<file path="config.mk">
export PLATFORM = sky130hd
export DESIGN_NAME = fetch_stage
export DESIGN_NICKNAME = d
export VERILOG_FILES = /design/src/rtl/y86_pkg.sv /design/src/rtl/fetch_split_align.sv /design/src/rtl/fetch_stage.sv
export SDC_FILE = /design/constraint.sdc
export NUM_CORES = 1
export LEC_CHECK = 0
export BUFFER_PORTS_ARGS = -buffer_cell sky130_fd_sc_hd__buf_2
export CORE_AREA = 2 2 174 176
export CTS_CLUSTER_SIZE = 8
export DETAILED_ROUTE_END_ITERATION = 10
export DIE_AREA = 0 0 176 178
export PLACE_DENSITY = 0.81
export SYNTH_ARGS = -nofsm -noshare
export SYNTH_HDL_FRONTEND = slang
export SYNTH_SLANG_ARGS = --single-unit
</file>
<file path="constraint.sdc">
create_clock -name clk -period 6.6 [get_ports clk]
set_input_delay 0.33 -clock clk [delete_from_list [all_inputs] [get_ports clk]]
set_output_delay 0.33 -clock clk [all_outputs]
set_load 0.02 [all_outputs]
</file>
<file path="src/rtl/y86_pkg.sv">
// Shared Y86-64 definitions: instruction codes, status codes, register
// sentinel and the pipeline-register bubble value.
package y86_pkg;

    localparam logic [3:0] I_HALT   = 4'h0;
    localparam logic [3:0] I_NOP    = 4'h1;
    localparam logic [3:0] I_RRMOVQ = 4'h2;
    localparam logic [3:0] I_IRMOVQ = 4'h3;
    localparam logic [3:0] I_RMMOVQ = 4'h4;
    localparam logic [3:0] I_MRMOVQ = 4'h5;
    localparam logic [3:0] I_OPQ    = 4'h6;
    localparam logic [3:0] I_JXX    = 4'h7;
    localparam logic [3:0] I_CALL   = 4'h8;
    localparam logic [3:0] I_RET    = 4'h9;
    localparam logic [3:0] I_PUSHQ  = 4'hA;
    localparam logic [3:0] I_POPQ   = 4'hB;

    localparam logic [3:0] REG_NONE = 4'hF;

    typedef enum logic [1:0] {
        STAT_AOK = 2'd0,
        STAT_HLT = 2'd1,
        STAT_ADR = 2'd2,
        STAT_INS = 2'd3
    } stat_t;

    // Contents of the decode-side pipeline register.
    typedef struct packed {
        stat_t       stat;
        logic [3:0]  icode;
        logic [3:0]  ifun;
        logic [3:0]  ra;
        logic [3:0]  rb;
        logic [63:0] valc;
        logic [63:0] valp;
    } d_reg_t;

    localparam logic [3:0]  BUBBLE_ICODE = I_NOP;
    localparam logic [3:0]  BUBBLE_IFUN  = 4'h0;
    localparam logic [63:0] BUBBLE_VALC  = 64'h0;
    localparam logic [63:0] BUBBLE_VALP  = 64'h0;

    localparam d_reg_t D_BUBBLE = '{
        stat:  STAT_AOK,
        icode: BUBBLE_ICODE,
        ifun:  BUBBLE_IFUN,
        ra:    REG_NONE,
        rb:    REG_NONE,
        valc:  BUBBLE_VALC,
        valp:  BUBBLE_VALP
    };

    // Instructions carrying a register-specifier byte.
    function automatic logic need_regids_f(input logic [3:0] icode);
        return icode inside {I_RRMOVQ, I_IRMOVQ, I_RMMOVQ, I_MRMOVQ,
                             I_OPQ, I_PUSHQ, I_POPQ};
    endfunction

    // Instructions carrying an 8-byte constant.
    function automatic logic need_valc_f(input logic [3:0] icode);
        return icode inside {I_IRMOVQ, I_RMMOVQ, I_MRMOVQ, I_JXX, I_CALL};
    endfunction

endpackage

</file>
<file path="src/rtl/fetch_split_align.sv">
// Combinational instruction split/align: pulls icode/ifun/registers out of
// the fetched bytes, extracts the little-endian constant and computes the
// sequential and predicted next PC.
module fetch_split_align
    import y86_pkg::*;
(
    input  logic [63:0] f_pc,
    input  logic [79:0] imem_data,
    output logic [3:0]  icode,
    output logic [3:0]  ifun,
    output logic [3:0]  ra,
    output logic [3:0]  rb,
    output logic [63:0] valc,
    output logic [63:0] valp,
    output logic [63:0] pred_pc
);

    logic need_regids;
    logic need_valc;

    // Split byte 0, decide instruction length and pick the constant field.
    always_comb begin
        icode       = imem_data[7:4];
        ifun        = imem_data[3:0];
        need_regids = need_regids_f(imem_data[7:4]);
        need_valc   = need_valc_f(imem_data[7:4]);

        ra = REG_NONE;
        rb = REG_NONE;
        if (need_regids) begin
            ra = imem_data[15:12];
            rb = imem_data[11:8];
        end

        // Bit order of imem_data already matches little-endian byte order,
        // so the constant is a plain slice starting at byte 1 or byte 2.
        valc = 64'h0;
        if (need_valc) begin
            valc = need_regids ? imem_data[79:16] : imem_data[71:8];
        end
    end

    // Sequential PC wraps silently at 2^64; jumps and calls predict taken.
    always_comb begin
        valp = f_pc + 64'd1 + {63'd0, need_regids} + (need_valc ? 64'd8 : 64'd0);
        if (icode == I_JXX || icode == I_CALL) begin
            pred_pc = valc;
        end else begin
            pred_pc = valp;
        end
    end

endmodule

</file>
<file path="src/rtl/fetch_stage.sv">
// Y86-64 fetch stage: F register (predicted PC), fetch-PC selection,
// D-register fields, load/use / ret / mispredict hazard control and the
// sticky fetch-halt flag.
module fetch_stage
    import y86_pkg::*;
#(
    parameter logic [63:0] RESET_PC = 64'h0
)
(
    input  logic        clk,
    input  logic        reset,
    output logic [63:0] imem_addr,
    input  logic [79:0] imem_data,
    input  logic        imem_error,
    input  logic [3:0]  d_srcA,
    input  logic [3:0]  d_srcB,
    input  logic [3:0]  E_icode,
    input  logic [3:0]  E_dstM,
    input  logic        e_Cnd,
    input  logic [3:0]  M_icode,
    input  logic        M_Cnd,
    input  logic [63:0] M_valA,
    input  logic [3:0]  W_icode,
    input  logic [63:0] W_valM,
    output logic [1:0]  D_stat,
    output logic [3:0]  D_icode,
    output logic [3:0]  D_ifun,
    output logic [3:0]  D_rA,
    output logic [3:0]  D_rB,
    output logic [63:0] D_valC,
    output logic [63:0] D_valP,
    output logic        E_bubble,
    output logic        halted
);

    logic [63:0] f_pred_pc;
    logic [63:0] f_pc;

    logic [3:0]  split_icode;
    logic [3:0]  split_ifun;
    logic [3:0]  split_ra;
    logic [3:0]  split_rb;
    logic [63:0] split_valc;
    logic [63:0] split_valp;
    logic [63:0] split_pred_pc;

    stat_t       f_stat;
    d_reg_t      f_d;
    d_reg_t      d_q;
    logic        halted_q;

    logic        load_use;
    logic        ret_in;
    logic        mispred;
    logic        f_stall;
    logic        d_stall;
    logic        d_bubble;

    // Fetch PC: a not-taken jump in M wins over a returning ret in W.
    always_comb begin
        if (M_icode == I_JXX && !M_Cnd) begin
            f_pc = M_valA;
        end else if (W_icode == I_RET) begin
            f_pc = W_valM;
        end else begin
            f_pc = f_pred_pc;
        end
    end

    assign imem_addr = f_pc;

    fetch_split_align u_split (
        .f_pc      (f_pc),
        .imem_data (imem_data),
        .icode     (split_icode),
        .ifun      (split_ifun),
        .ra        (split_ra),
        .rb        (split_rb),
        .valc      (split_valc),
        .valp      (split_valp),
        .pred_pc   (split_pred_pc)
    );

    // Fetch status and the field set offered to the D register.
    always_comb begin
        if (imem_error) begin
            f_stat = STAT_ADR;
        end else if (split_icode > I_POPQ) begin
            f_stat = STAT_INS;
        end else if (split_icode == I_HALT) begin
            f_stat = STAT_HLT;
        end else begin
            f_stat = STAT_AOK;
        end

        f_d       = D_BUBBLE;
        f_d.stat  = f_stat;
        f_d.icode = split_icode;
        f_d.ifun  = split_ifun;
        f_d.ra    = split_ra;
        f_d.rb    = split_rb;
        f_d.valc  = split_valc;
        f_d.valp  = split_valp;
        // Bytes from a bad address are meaningless; pass a clean NOP down.
        if (f_stat == STAT_ADR) begin
            f_d.icode = I_NOP;
            f_d.ifun  = 4'h0;
        end
    end

    // Hazard detection and the resulting stall/bubble controls.
    always_comb begin
        load_use = (E_icode == I_MRMOVQ || E_icode == I_POPQ) &&
                   (E_dstM != REG_NONE) &&
                   (E_dstM == d_srcA || E_dstM == d_srcB);
        ret_in   = (d_q.icode == I_RET) || (E_icode == I_RET) || (M_icode == I_RET);
        mispred  = (E_icode == I_JXX) && !e_Cnd;

        f_stall  = load_use || ret_in || halted_q;
        d_stall  = load_use;
        d_bubble = mispred || (ret_in && !load_use) || (halted_q && !load_use);
    end

    assign E_bubble = mispred || load_use;

    // F register: predicted PC, frozen while fetch is stalled or halted.
    always_ff @(posedge clk or posedge reset) begin
        if (reset) begin
            f_pred_pc <= RESET_PC;
        end else if (!f_stall) begin
            f_pred_pc <= split_pred_pc;
        end
    end

    // D register: stall holds, bubble clears, otherwise take fetched fields.
    always_ff @(posedge clk or posedge reset) begin
        if (reset) begin
            d_q <= D_BUBBLE;
        end else if (!d_stall) begin
            if (d_bubble) begin
                d_q <= D_BUBBLE;
            end else begin
                d_q <= f_d;
            end
        end
    end

    // Halt flag: set when a faulting fetch actually enters D; a mispredict
    // proves that fetch was on the wrong path, so it releases the halt.
    always_ff @(posedge clk or posedge reset) begin
        if (reset) begin
            halted_q <= 1'b0;
        end else if (mispred) begin
            halted_q <= 1'b0;
        end else if (!d_stall && !d_bubble && f_stat != STAT_AOK) begin
            halted_q <= 1'b1;
        end
    end

    assign D_stat  = d_q.stat;
    assign D_icode = d_q.icode;
    assign D_ifun  = d_q.ifun;
    assign D_rA    = d_q.ra;
    assign D_rB    = d_q.rb;
    assign D_valC  = d_q.valc;
    assign D_valP  = d_q.valp;
    assign halted  = halted_q;

endmodule

</file>
==> results.cfg <==
[setup_path]
rrSetupSlack_ns = 2.54
cp_max_fo = 50
r2r_end = D_valP[57]
crit_type = in2reg
crit_path_end_kind = flop
r2r_start = f_pred_pc[0]
rr_worst_depth = 11
critPathRequiredTime_ns = 7.09
arrival_ns = 5.04
cp-start-kind = input port

[synth]
yosysWarnings = 0
synth_compound_area_share_pct = 21.3
synth_fa_ha_area_share_pct = 0.281
synthArstFlopShare_pct = 100
synth_flop_cell = dfrtp_1
yosys.area.top_type_share_pct = 37.8
synth_top_family_by_area = simple AND/OR/NAND/NOR gates
netlist_top_cells_area = dfrtp_1, nand2_1, a22o_1
synth_top_area_cell = dfrtp_1
synthMuxAreaShare_pct = 3.54
synth_edf_count = 0
syn_avg_cell_area_um2 = 8.08
syn_area_um2 = 13400
syn_inst = 1655
synth-xor-area-share_pct = 2.95
synth.distinct_cells = 74
syn_nets = 1895
synth-simple-area-share_pct = 27.2
ys_seq_elements = 211
seq_area_frac_synth_pct = 39.6

[timing]
hold_viol_final = 15
skew_ns = 0.0188
rsz0062_at_grt = no
fin_crit_sh_pct = 69.0
max_freq_mhz = 219
slew_violations = 0
finalSetupViolations = 0
setup_tns_ns = 0
worst_slew_pin_slew_ns = 1.09
relSlewSlack_pct = 26.7
fin_crit_ns = 4.56
holdWs_ns = -0.0250

[floorplanning]
core-area_um2 = 29400
chipWidth_um = 176
fp.dieH_um = 178
die_area_um2 = 31300
start_util_pct = 45.5
ios = 449
rows = 63

[clock_network]
cts_hold_buffers = 2
path_clk_slew_ns = 0.05
cts_buffer_depth = 3
root_buffer = clkbuf_16
worstSkewPairLatency_ns = 0.56
ctsResizeCount = 0
cts-buffers-inserted = 31
post-cts-setup-buffer-count = 0
htreeDepth = 1
cts.sinks = 211
cts_tree = done

[drt]
vias_per_cell = 6.22
wl_per_cell_um = 24.5
drt_pass1_iterations = 6
route.detailed.drc = 0
initialDrtViolationCount = 1779
wl_um = 59700
vias = 15200
postRouteAntennaNets = 0

[finish]
nFillCells = 2750
finalInstanceArea_um2 = 16700
area_delta_synth_final_pct = 25.0
finalNetCount = 2266
n_antenna_cell = 0
utilization_pct = 56.9
drive_gt1_share_pct = 27.8

[global_routing]
grt_max_degree = 139
grt_pass1_wl_um = 88100
grt.total_usage_pct = 36.9
grt_pass1_vias = 14300
overflow = 0
antenna_found_initial = 1

[min_path]
holdCritPathClass = in2async

[power]
ir_drop_uv = 196
power_density_nw_per_um2 = 345
leakage_nw = 8.43

[place]
io_buffers = 448
gp_congestion = 1.00
dp_hpwl_um = 43700
placed_cell_area_um2 = 15800

[flow_run]
max_cap_viol_count = 0

[outcome]
status = finished, violations left
failed_checks = negative hold slack
==> kinds of logic (layout without fill, tap and decap cells) <==
family,count (synthesis),in the layout
XOR/XNOR,45,45
multiplexers,46,46
AND/OR/NAND/NOR,761,761
buffers and inverters,161,556
adder cells (fa/ha/maj),3,3
flip-flops,211,211
AO/OA/AOI/OAI,428,428
==> state kept, by name, summed over array words and instances, names as in the netlist <==
name and count:
D_rB 4, D_stat 2, D_valC 64, halted 1, D_ifun 4, D_rA 4, D_icode 4, f_pred_pc 64
D_valP 64
==> metrics by stage <==
| stage | power (mW) | setup WS, ns | instances |
|---|---|---|---|
| CTS | 5.72 | 2.11 | 2440 |
| detailed placement | 4.21 | 1.56 | 2381 |
| global route | 6.03 | 1.77 | 2440 |
| global placement | 4.17 | 1.71 | 2381 |
| finish | 5.78 | 2.04 | 2440 |
| floorplan | 3.28 | 0.519 | 1655 |
==> synthesized netlist by cell type (all sizes together) (2+ instances only) <==
master     n
a211o      6
a211oi     9
a21o       6
a21oi    140
a221o     10
a22o      85
a31o       8
a31oi     56
and2      10
and3      51
and3b      3
and4       4
and4b      4
and4bb     2
buf       46
clkbuf    87
dfrtp    202
dfstp      9
ha         3
inv       28
mux2      10
mux2i     36
nand2    364
nand2b     2
nand3     83
nand3b     4
nand4     28
nand4b     2
nor2      94
nor2b      6
nor3      60
nor4      15
nor4b     11
o2111ai    6
o211ai     5
o21a       5
o21ai     81
o31ai      2
or3        3
or4       10
xnor2     35
xor2      10
==> report_power, final <==
part	switching, mW	internal [mW]	leakage [nW]
logic	1.69	0.754	5.17
registers	0.234	1.58	2.83
clock network	0.608	0.911	0.429
==> worst max-delay path by stage <==
stage	startpoint	to	slack (ns)	cells past startpoint
CTS	M_icode[3]	D_valP[57]	2.11	14
floorplan	reset	D_icode[1]	0.52	1
finish	M_icode[3]	D_valP[57]	2.04	14
detailed placement	M_icode[3]	D_valP[57]	1.56	14
global route	M_icode[3]	D_valP[55]	1.77	14
global placement	M_icode[3]	D_valP[53]	1.71	14
==> layout by cell type (no fill, tap or decap), drive strengths merged, types with 4 or more instances in the layout <==
master	instances
a211o	6
a211oi	9
a21o	6
a21oi	140
a221o	10
a22o	85
a31o	8
a31oi	56
and2	10
and3	51
and4	4
and4b	4
buf	469
clkbuf	55
dfrtp	202
dfstp	9
inv	28
mux2	10
mux2i	36
nand2	364
nand3	83
nand3b	4
nand4	28
nor2	94
nor2b	6
nor3	60
nor4	15
nor4b	11
o2111ai	6
o211ai	5
o21a	5
o21ai	81
or4	10
xnor2	35
xor2	10
==> worst max-delay path: stages <==
cell	delay (ns)
buf_2	0.11
and4b_1	0.50
nand2_4	0.39
nor2_1	0.20
a31oi_1	0.09
ha_1	0.41
and4b_1	0.22
a31o_2	0.16
a41o_1	0.15
nand4_2	0.27
nand3b_1	0.56
or4_1	0.94
or4_1	0.59
nand3_1	0.10
==> final cells by class <==
type	count	area, um^2	share of cell area, %
Inverter	28	113	0.673
Timing Repair Buffer	471	2420	14.5
Multi-Input combinational cell	1283	7500	44.9
Sequential cell	211	5290	31.6
Clock inverter	2	38.8	0.232
Clock buffer	55	866	5.18
Tap cell	390	488	2.92
==> layer usage <==
metal  vias up  global-route usage (%)  wire (um)
met1      7406                    51.1      24800
met3       134                    9.85       6770
met5         -                       0         13
li1       6677                       -          -
met4         2                    12.7       2110
met2       965                    56.0      26000
(Power assumes the default switching activity.)
